**src/rtl/bitmask_prev_constant_popcount_enumerator_if.sv**
```systemverilog
// Handshake bundle for the descending constant-popcount bitmask enumerator.
// The master side offers start words and consumes output beats.
// The slave side is the enumerator itself.
interface bitmask_prev_constant_popcount_enumerator_if #(
   parameter int WORD_WIDTH  = 8,
   parameter int INDEX_WIDTH = 16
);
   logic                   start_valid;
   logic                   start_ready;
   logic [WORD_WIDTH-1:0]  start_word;
   logic                   out_valid;
   logic                   out_ready;
   logic [WORD_WIDTH-1:0]  out_word;
   logic                   out_last;
   logic [INDEX_WIDTH-1:0] out_index;
   logic                   busy;

   modport master (
      output start_valid, start_word, out_ready,
      input  start_ready, out_valid, out_word, out_last, out_index, busy
   );

   modport slave (
      input  start_valid, start_word, out_ready,
      output start_ready, out_valid, out_word, out_last, out_index, busy
   );
endinterface

```
**src/rtl/bitmask_prev_constant_popcount_enumerator.sv**
```systemverilog
// Descending constant-popcount bitmask enumerator.
// A start word is accepted in IDLE. That word and every smaller word with the
// same popcount are then streamed, one per accepted beat. The run ends on the
// word whose set bits are packed at the LSB end.
module bitmask_prev_constant_popcount_enumerator #(
   parameter int WORD_WIDTH  = 8,
   parameter int INDEX_WIDTH = 16
) (
   input logic clock,
   input logic clear,
   bitmask_prev_constant_popcount_enumerator_if.slave bus
);

   localparam int TZ_WIDTH = $clog2(WORD_WIDTH) + 1;

   typedef enum logic {IDLE, RUN} state_t;

   state_t                 state;
   state_t                 state_next;
   logic [WORD_WIDTH-1:0]  word_q;
   logic [INDEX_WIDTH-1:0] index_q;

   logic [WORD_WIDTH-1:0]  comp_word;
   logic [WORD_WIDTH-1:0]  lowest_one;
   logic [WORD_WIDTH-1:0]  ripple;
   logic [WORD_WIDTH-1:0]  ones;
   logic [WORD_WIDTH-1:0]  prev_word;
   logic [TZ_WIDTH-1:0]    trailing;
   logic                   word_minimal;
   logic                   beat_taken;

   // A word is the smallest of its popcount class when its ones are contiguous from bit 0.
   assign word_minimal = ((word_q & (word_q + WORD_WIDTH'(1))) == '0);
   assign beat_taken   = (state == RUN) && bus.out_ready;

   // Step one word down: complement, apply the Gosper next-mask step, complement back.
   always_comb begin
      comp_word  = ~word_q;
      trailing   = '0;
      for (int i = WORD_WIDTH - 1; i >= 0; i--) begin
         if (comp_word[i]) trailing = TZ_WIDTH'(i);
      end
      lowest_one = comp_word & (~comp_word + WORD_WIDTH'(1));
      ripple     = comp_word + lowest_one;
      ones       = ((ripple ^ comp_word) >> 2) >> trailing;
      prev_word  = ~(ripple | ones);
   end

   // State register; clear has priority over everything else.
   always_ff @(posedge clock) begin
      if (clear) state <= IDLE;
      else       state <= state_next;
   end

   // Next state: a start is taken only in IDLE, and the run ends on the last accepted beat.
   always_comb begin
      state_next = state;
      case (state)
         IDLE: if (bus.start_valid) state_next = RUN;
         RUN:  if (bus.out_ready && word_minimal) state_next = IDLE;
         default: state_next = IDLE;
      endcase
   end

   // Word and index registers: load on start, step down on each non-final accepted beat.
   always_ff @(posedge clock) begin
      if (clear) begin
         word_q  <= '0;
         index_q <= '0;
      end else if (state == IDLE) begin
         if (bus.start_valid) begin
            word_q  <= bus.start_word;
            index_q <= '0;
         end
      end else if (beat_taken && !word_minimal) begin
         word_q  <= prev_word;
         index_q <= index_q + INDEX_WIDTH'(1);
      end
   end

   // Outputs follow the state; out_last is only asserted while a beat is being offered.
   always_comb begin
      bus.start_ready = (state == IDLE);
      bus.out_valid   = (state == RUN);
      bus.busy        = (state == RUN);
      bus.out_last    = (state == RUN) && word_minimal;
      bus.out_word    = word_q;
      bus.out_index   = index_q;
   end

endmodule

```
**src/flat_wrapper.sv**
```systemverilog
// flat-port wrapper written by rule: the top's interface ports become plain ports
module bitmask_prev_constant_popcount_enumerator_flat 
#(
   parameter int WORD_WIDTH  = 8,
   parameter int INDEX_WIDTH = 16
)
  (clock, clear, bus_start_valid, bus_start_word, bus_out_ready, bus_start_ready, bus_out_valid, bus_out_word, bus_out_last, bus_out_index, bus_busy);
  bitmask_prev_constant_popcount_enumerator_if #(.WORD_WIDTH(WORD_WIDTH), .INDEX_WIDTH(INDEX_WIDTH)) bus_i ();
  input logic clock;
  input logic clear;
  input wire logic [$bits(bus_i.start_valid)-1:0] bus_start_valid;
  input wire logic [$bits(bus_i.start_word)-1:0] bus_start_word;
  input wire logic [$bits(bus_i.out_ready)-1:0] bus_out_ready;
  output wire logic [$bits(bus_i.start_ready)-1:0] bus_start_ready;
  output wire logic [$bits(bus_i.out_valid)-1:0] bus_out_valid;
  output wire logic [$bits(bus_i.out_word)-1:0] bus_out_word;
  output wire logic [$bits(bus_i.out_last)-1:0] bus_out_last;
  output wire logic [$bits(bus_i.out_index)-1:0] bus_out_index;
  output wire logic [$bits(bus_i.busy)-1:0] bus_busy;
  assign bus_i.start_valid = bus_start_valid;
  assign bus_i.start_word = bus_start_word;
  assign bus_i.out_ready = bus_out_ready;
  assign bus_start_ready = bus_i.start_ready;
  assign bus_out_valid = bus_i.out_valid;
  assign bus_out_word = bus_i.out_word;
  assign bus_out_last = bus_i.out_last;
  assign bus_out_index = bus_i.out_index;
  assign bus_busy = bus_i.busy;
  bitmask_prev_constant_popcount_enumerator #(.WORD_WIDTH(WORD_WIDTH), .INDEX_WIDTH(INDEX_WIDTH)) u_core (.clock(clock), .clear(clear), .bus(bus_i));
endmodule
```
**config.mk**
```make
export PLATFORM = sky130hd
export DESIGN_NAME = bitmask_prev_constant_popcount_enumerator_flat
export DESIGN_NICKNAME = d
export VERILOG_FILES = /design/src/rtl/bitmask_prev_constant_popcount_enumerator_if.sv /design/src/rtl/bitmask_prev_constant_popcount_enumerator.sv /design/src/flat_wrapper.sv
export SDC_FILE = /design/constraint.sdc
export NUM_CORES = 1
export LEC_CHECK = 0
export ABC_AREA = 1
export CAP_MARGIN = 20
export CORE_MARGIN = 5
export CORE_UTILIZATION = 50
export CTS_BUF_LIST = sky130_fd_sc_hd__clkbuf_4 sky130_fd_sc_hd__clkbuf_8
export DETAILED_ROUTE_END_ITERATION = 8
export PLACE_DENSITY = 0.81
export SLEW_MARGIN = 20
export SYNTH_ARGS = -nofsm -noshare
export SYNTH_HDL_FRONTEND = slang
export SYNTH_SLANG_ARGS = --single-unit
```
**constraint.sdc**
```tcl
create_clock -name clock -period 4.8 [get_ports clock]
set_input_delay 0.72 -clock clock [delete_from_list [all_inputs] [get_ports clock]]
set_output_delay 0.72 -clock clock [all_outputs]
set_load 0.02 [all_outputs]
```
==> summary.md <==
| Metric | Value |
|---|---|
| DRT iter0 DRCs | `about 140` |
| Worst skew pair latency | `0.27 ns` |
| Port bufs | `39` |
| Setup CP Type | `flop to output pin` |
| Hold Fails Final Rpt | `0` |
| Seq/Total Area, Yosys | `approximately 27%` |
| Die X | `70.4 um` |
| Total power | `around 0.57 mW` |
| DP Area | `2210 sq um` |
| Worst-Margin Slew | `between 0.6 and 0.7 ns` |
| Fmax | `about 0.34 GHz` |
| Arrival @ worst endpoint | `approximately 2.3 ns` |
| Sequential Area | `between 500 and 600 sq um` |
| Nets | `between 300 and 400` |
| Max Slew Vio Count | `0` |
| Routability-driven placement congestion ratio | `a little over 0.9` |
| ANT cells | `0` |
| Required time of the critical path | `4.08 ns` |
| Maximum VDD drop | `about 0.00021 V` |
| Max-Cap Viols | `0` |
| RSZ-0062 raised after global routing | `false` |
| Post-route ant nets | `0` |
| Worst-path cell chain | `nand2_2 > nor2_4 > nand2_4 > nand2_4 > nand2_4 > nand2_2 > nand2_2 > nor2_1 > clkdlybuf4s50_1` |
| Crit. End Element | `output pin` |
| Cell Pwr Density | `around 250 nW/um^2` |
| Area grow syn2layout | `23.5%` |
| Grt ovf | `0` |
| Total negative slack for setup checks | `0 ns` |
| Ys Warns | `0` |
| Largest net degree at the start of global routing | `23` |
| Worst slew margin | `~56%` |
| Drc violations | `0` |
| CTS max path bufs | `2` |
| Max Fanout on Critical Path | `9` |
| Layout Cells excl Fill | `~380` |
| Number of post-CTS setup repair buffers | `0` |
| Crit path launch type | `flop` |
| Post-CTS resize count | `0` |
| Wire length per cell | `13.1 um` |
| Filler cell count | `366` |
| Hold depth | `2` |
| Final Setup Violations | `0` |
| Core ar. | `around 3600 sq um` |
| LEAKAGE | `around 0.9 nW` |
| Slowest library cell on the worst path | `clkdlybuf4s50_1` |
| Area occupied by multi-input gates | `~1100 sq um` |
| Die area | `a little under 5000 sq um` |
| Cell Area, Synth | `about 1800 sq um` |
| Vias in the first global route | `1802` |
| Die Y-Extent | `70.4 um` |
| Hold Startpoint | `u_core.bus.out_index[15]` |
| # clock sinks | `25` |
| CTS clk-pin slew, worst paths | `around 0.090 ns` |
| Syn nets | `just over 300` |
| Boundary pin count | `40` |
| Post-synthesis instance total | `slightly below 300` |
| DP Cell Count | `about 370` |
| Row Count | `22` |
| Crit path time final | `just under 3 ns` |
| Mean Syn Cell Area | `6.17 sq um` |
| Reg-to-Reg Start | `u_core.bus.out_word[0]` |
| DP HPWL | `between 3000 and 4000 um` |
| Final wirelength | `just under 5000 um` |
| Htree depth | `1` |
| Util after Layout | `about 63%` |
| Hold buffer count at CTS | `0` |
| CP peak stage delay | `0.61 ns` |
| Hold Crit Class | `flop to flop` |
| Status | `finished clean` |
| Clock buffer count from CTS | `3` |
| Period utilization | `between 60 and 70%` |
| Via count | `approximately 2000` |
| Crit path from | `u_core.bus.out_word[0]` |
| Share of layout cells above drive strength 1 | `about 6.4%` |
| Initial Utilization | `between 50 and 60%` |
| GR Util All Layers | `between 20% and 30%` |
| Drt pass-1 iters | `4` |
| Worst reg2reg setup slack | `2.79 ns` |
| Initial antenna violation count | `0` |
| Global-route wire length before repair | `approximately 8300 um` |
| TritonCTS clock tree | `done` |
| Netlist cell types | `34` |
| Yosys reg bits | `25` |
| Reg2Reg Depth | `12` |
| Vias per cell | `~5.3` |
| Root buf cell | `clkbuf_8` |
| Final Cell Area | `2250 sq um` |
| Clock Skews | `approximately 0.0040 ns` |
state kept, by name, indices dropped and copies added, names as in the netlist:
register and count:
u_core.bus.out_word 8, u_core.bus.out_index 16, u_core.bus.busy 1
logic make-up (layout without fill, tap and decap cells):
| kind of cell | count (synthesis) | count (layout) | synth area share [%] |
|---|---|---|---|
| flip-flops | 25 | 25 | 27.4 |
| XOR/XNOR | 8 | 8 | 3.84 |
| adder cells (fa/ha/maj) | 1 | 1 | 0.685 |
| buffers and inverters | 43 | 76 | 11.0 |
| AND/OR/NAND/NOR | 159 | 159 | 39.7 |
| AO/OA/AOI/OAI | 60 | 60 | 17.4 |
metal layers:
layer	track usage, %	share of wire [%]
met5	0	0
met4	5.53	1.6
met3	4.17	6.6
met2	29.3	41
met1	30.1	51
cells in the final DEF, fill, tap and decap left out, drive strengths merged, types with 2 or more instances in the layout:
cell | synthesis | routed
xnor2 | 2 | 2
xor2 | 6 | 6
clkdlybuf4s50 | 0 | 39
nand4 | 6 | 6
or2 | 2 | 2
nor4 | 2 | 2
o21ai | 21 | 21
a31oi | 2 | 2
nor3 | 8 | 8
nand2 | 95 | 95
dfxtp | 25 | 25
clkbuf | 4 | 3
nor2 | 24 | 24
inv | 31 | 31
clkinv | 1 | 2
a21oi | 34 | 34
nand3 | 21 | 21
worst max-delay path, delay by kind of cell (launching register included):
family                 cells  cell delay [ns]
buffers and inverters      1             0.61
AND/OR/NAND/NOR            8             0.87
flip-flops                 1             0.49
synth_stat cells, drive strengths merged:
master  number  share of area (%)
a211oi       1               0.41
a21oi       34                9.5
a31oi        2               0.69
buf          7                3.3
clkbuf       4               0.82
clkinv       1               0.21
dfxtp       25                 27
ha           1               0.69
inv         31                6.6
nand2       95                 22
nand3       21                6.0
nand3b       1               0.41
nand4        6                2.1
nor2        24                5.3
nor3         8                2.2
nor4         2               0.69
o211ai       1               0.41
o21ai       21                6.0
o21bai       1               0.41
or2          2               0.69
xnor2        2               0.96
xor2         6                2.9
metrics by stage:
step           hold WS (ns)  worst slack [ns]
6_report              0.502              1.83
4_1_cts               0.506              1.85
2_1_floorplan         0.562              2.55
3_3_place_gp          0.485              2.22
3_5_place_dp          0.493              2.18
5_1_grt               0.528              1.69
final timing paths:
check                                           endpoint
worst max-delay path                        bus_out_last
worst min-delay path            u_core.bus.out_index[15]
worst max register to register   u_core.bus.out_index[0]
worst min register to register  u_core.bus.out_index[15]
power by group:
group	total (mW)	switching, mW	internal, mW	leakage [nW]
combinational	0.201	0.125	0.0763	0.672
sequential	0.242	0.0247	0.217	0.204
clock	0.129	0.0707	0.0582	0.0255
total	0.572	0.221	0.352	0.902
final cells by class:
class / count / share of cell area, %
inverters: 32 / 5.55
flip-flops and latches: 25 / 22.2
clock buffers: 3 / 1.83
repair buffers: 40 / 17.6
well taps: 48 / 2.66
clock inverters: 1 / 0.222
multi-input cells: 228 / 49.9
(Power assumes the default switching activity.)
==> patch: new RTL, config.mk and constraints unchanged <==
`WORD_WIDTH` is set to 8 in 3 places; all go to 16.
--- a/src/rtl/bitmask_prev_constant_popcount_enumerator_if.sv
+++ b/src/rtl/bitmask_prev_constant_popcount_enumerator_if.sv
@@ -4,3 +4,3 @@
 interface bitmask_prev_constant_popcount_enumerator_if #(
-   parameter int WORD_WIDTH  = 8,
+   parameter int WORD_WIDTH  = 16,
    parameter int INDEX_WIDTH = 16
--- a/src/rtl/bitmask_prev_constant_popcount_enumerator.sv
+++ b/src/rtl/bitmask_prev_constant_popcount_enumerator.sv
@@ -5,3 +5,3 @@
 module bitmask_prev_constant_popcount_enumerator #(
-   parameter int WORD_WIDTH  = 8,
+   parameter int WORD_WIDTH  = 16,
    parameter int INDEX_WIDTH = 16
--- a/src/flat_wrapper.sv
+++ b/src/flat_wrapper.sv
@@ -3,3 +3,3 @@
 #(
-   parameter int WORD_WIDTH  = 8,
+   parameter int WORD_WIDTH  = 16,
    parameter int INDEX_WIDTH = 16
Ports: changed (resized bus_out_word and bus_start_word); port bits go from 40 to 56. The function was not compared with the original's and may differ.
==> patch against the original RTL <==
- combinational power grew 100%
- clock skew is essentially flat
- non-clock buffer count up 17
- wire length increased by 120%
- total power grew 65%
- fmax down 16%
- sequential share of layout area fell by 4.9 points
- worst setup slack got worse by 0.58 ns
- cell area rose by 69%
- sequential cell count is 8 higher
- die area rose by 62%
- final cell count increased by 78%
- global-route usage up 5.7 points
- area after synthesis is 74% higher
- highest routed layer unchanged
==> patch: results (changes against the original RTL) <==
[run_status]
status = completed  ; unchanged

[power]
leakage_nw = 1.67  ; was 0.902 nW
ir_worst_vdd_uv = 148  ; was 213 µV
swShare_pct = 43.2  ; was 38.5%

[critical_path]
regToRegSetupSlack_ns = 1.72  ; was 2.79 ns
regToRegEndpoint = u_core.bus.out_index[4]  ; was u_core.bus.out_index[0]
crit_fanout = 11  ; was 9
r2r_cells = 17  ; was 12
critPathLaunch = u_core.bus.out_word[2]  ; was u_core.bus.out_word[0]

[final_layout]
fillers = 665  ; was 366
drive_gt1_share_pct = 8.42  ; was 6.38%
nets = 614  ; was 343

[timing]
period_needed_ns = 3.55  ; was 2.97 ns
worst_slew_pin_slew_ns = 0.894  ; was 0.661 ns
clock-skew-final_ns = 0.00449  ; was 0.00401 ns

[detailed_routing]
drt_iter0_drc = 329  ; was 138
met3WireLength_um = 625  ; was 325 µm
dr.pass1.iters = 5  ; was 4
vias = 3811  ; was 1,993
route.met2.wl_mm = 4.90  ; was 2.04 mm
met1_length_mm = 4.98  ; was 2.50 mm

[clock_network]
clk_pin_slew_ns = 0.07  ; was 0.09 ns
numCtsBuffers = 5  ; was 3
clk_latency_ns = 0.29  ; was 0.27 ns
htree_levels = 2  ; was 1

[place]
numPortBuffers = 55  ; was 39
hpwl_mm = 8.26  ; was 3.66 mm

[logic_synthesis]
synthTopCellsByCount = nand2_1 (134), nand3_1 (67), a21oi_1 (57), inv_1 (56), nor2_1 (56)  ; was nand2_1 (85), a21oi_1 (33), inv_1 (30), dfxtp_1 (25), nor2_1 (23)
yosysUniqueCellTypes = 44  ; was 34
ys_top_cells_by_area = dfxtp_1 (21%), nand2_1 (16%), nand3_1 (11%)  ; was dfxtp_1 (27%), nand2_1 (17%), a21oi_1 (9.0%)
syn_inst = 550  ; was 296
ys_seq_area_share_pct = 20.8  ; was 27.4%
syn_nets = 571  ; was 309

[grt]
grt_use_met2_pct = 40.6  ; was 29.3%
grt_max_degree = 34  ; was 23
first_global_vias = 3504  ; was 1,802
grt_usage_pct = 26.0  ; was 20.3%

-- patch: logic make-up after synthesis --
family | share of synthesized area, %
buffers and inverters | 11.1
AOI/OAI and AO/OA | 18.4
and+or+nand+nor | 46.3
xor gates and xnor gates | 3.03
adders and majority gates | 0.393
DFF | 20.8
-- patch: stage by stage --
stage / area, µm² / hold WS, ns / power [mW]
final: 3820 / 0.496 / 0.946
after global routing: 3820 / 0.529 / 1.00
after CTS: 3820 / 0.499 / 0.942
after detailed placement: 3730 / 0.486 / 0.726
after global placement: 3730 / 0.477 / 0.725
after floorplan: 3180 / 0.552 / 0.603
-- patch: power groups by stage --
| stage | sequential, mW | combinational (mW) | clock [mW] |
|---|---|---|---|
| after floorplan | 0.336 | 0.267 | 0 |
| after global placement | 0.329 | 0.396 | 0 |
| after detailed placement | 0.330 | 0.395 | 0 |
| after CTS | 0.324 | 0.398 | 0.220 |
| after global routing | 0.329 | 0.444 | 0.231 |
| final | 0.325 | 0.403 | 0.218 |
-- patch: worst reg2reg max path, cell delays in order (launching register included) --
cell and delay, ns:
dfxtp_1 0.31, buf_4 0.20, nand2_4 0.15, o21ai_2 0.09
o21ai_1 0.11, nor2_2 0.07, nor2_2 0.12, inv_1 0.08
o21ai_1 0.08, nor3_1 0.08, nand4_1 0.20, nand3_2 0.14
nand2_4 0.33, clkinv_2 0.40, nor3_1 0.33, nand2_1 0.11
o21ai_1 0.14, a21oi_1 0.05
-- patch: final cells by class --
cell class / instances / area [µm²] / area share, %
multi-input combinational: 434 / 2170 / 56.8
sequential: 33 / 661 / 17.3
timing repair buffer: 57 / 566 / 14.8
inverter: 62 / 239 / 6.26
tap: 77 / 96.3 / 2.52
clock buffer: 6 / 76.3 / 2.00
clock inverter: 2 / 10.0 / 0.262
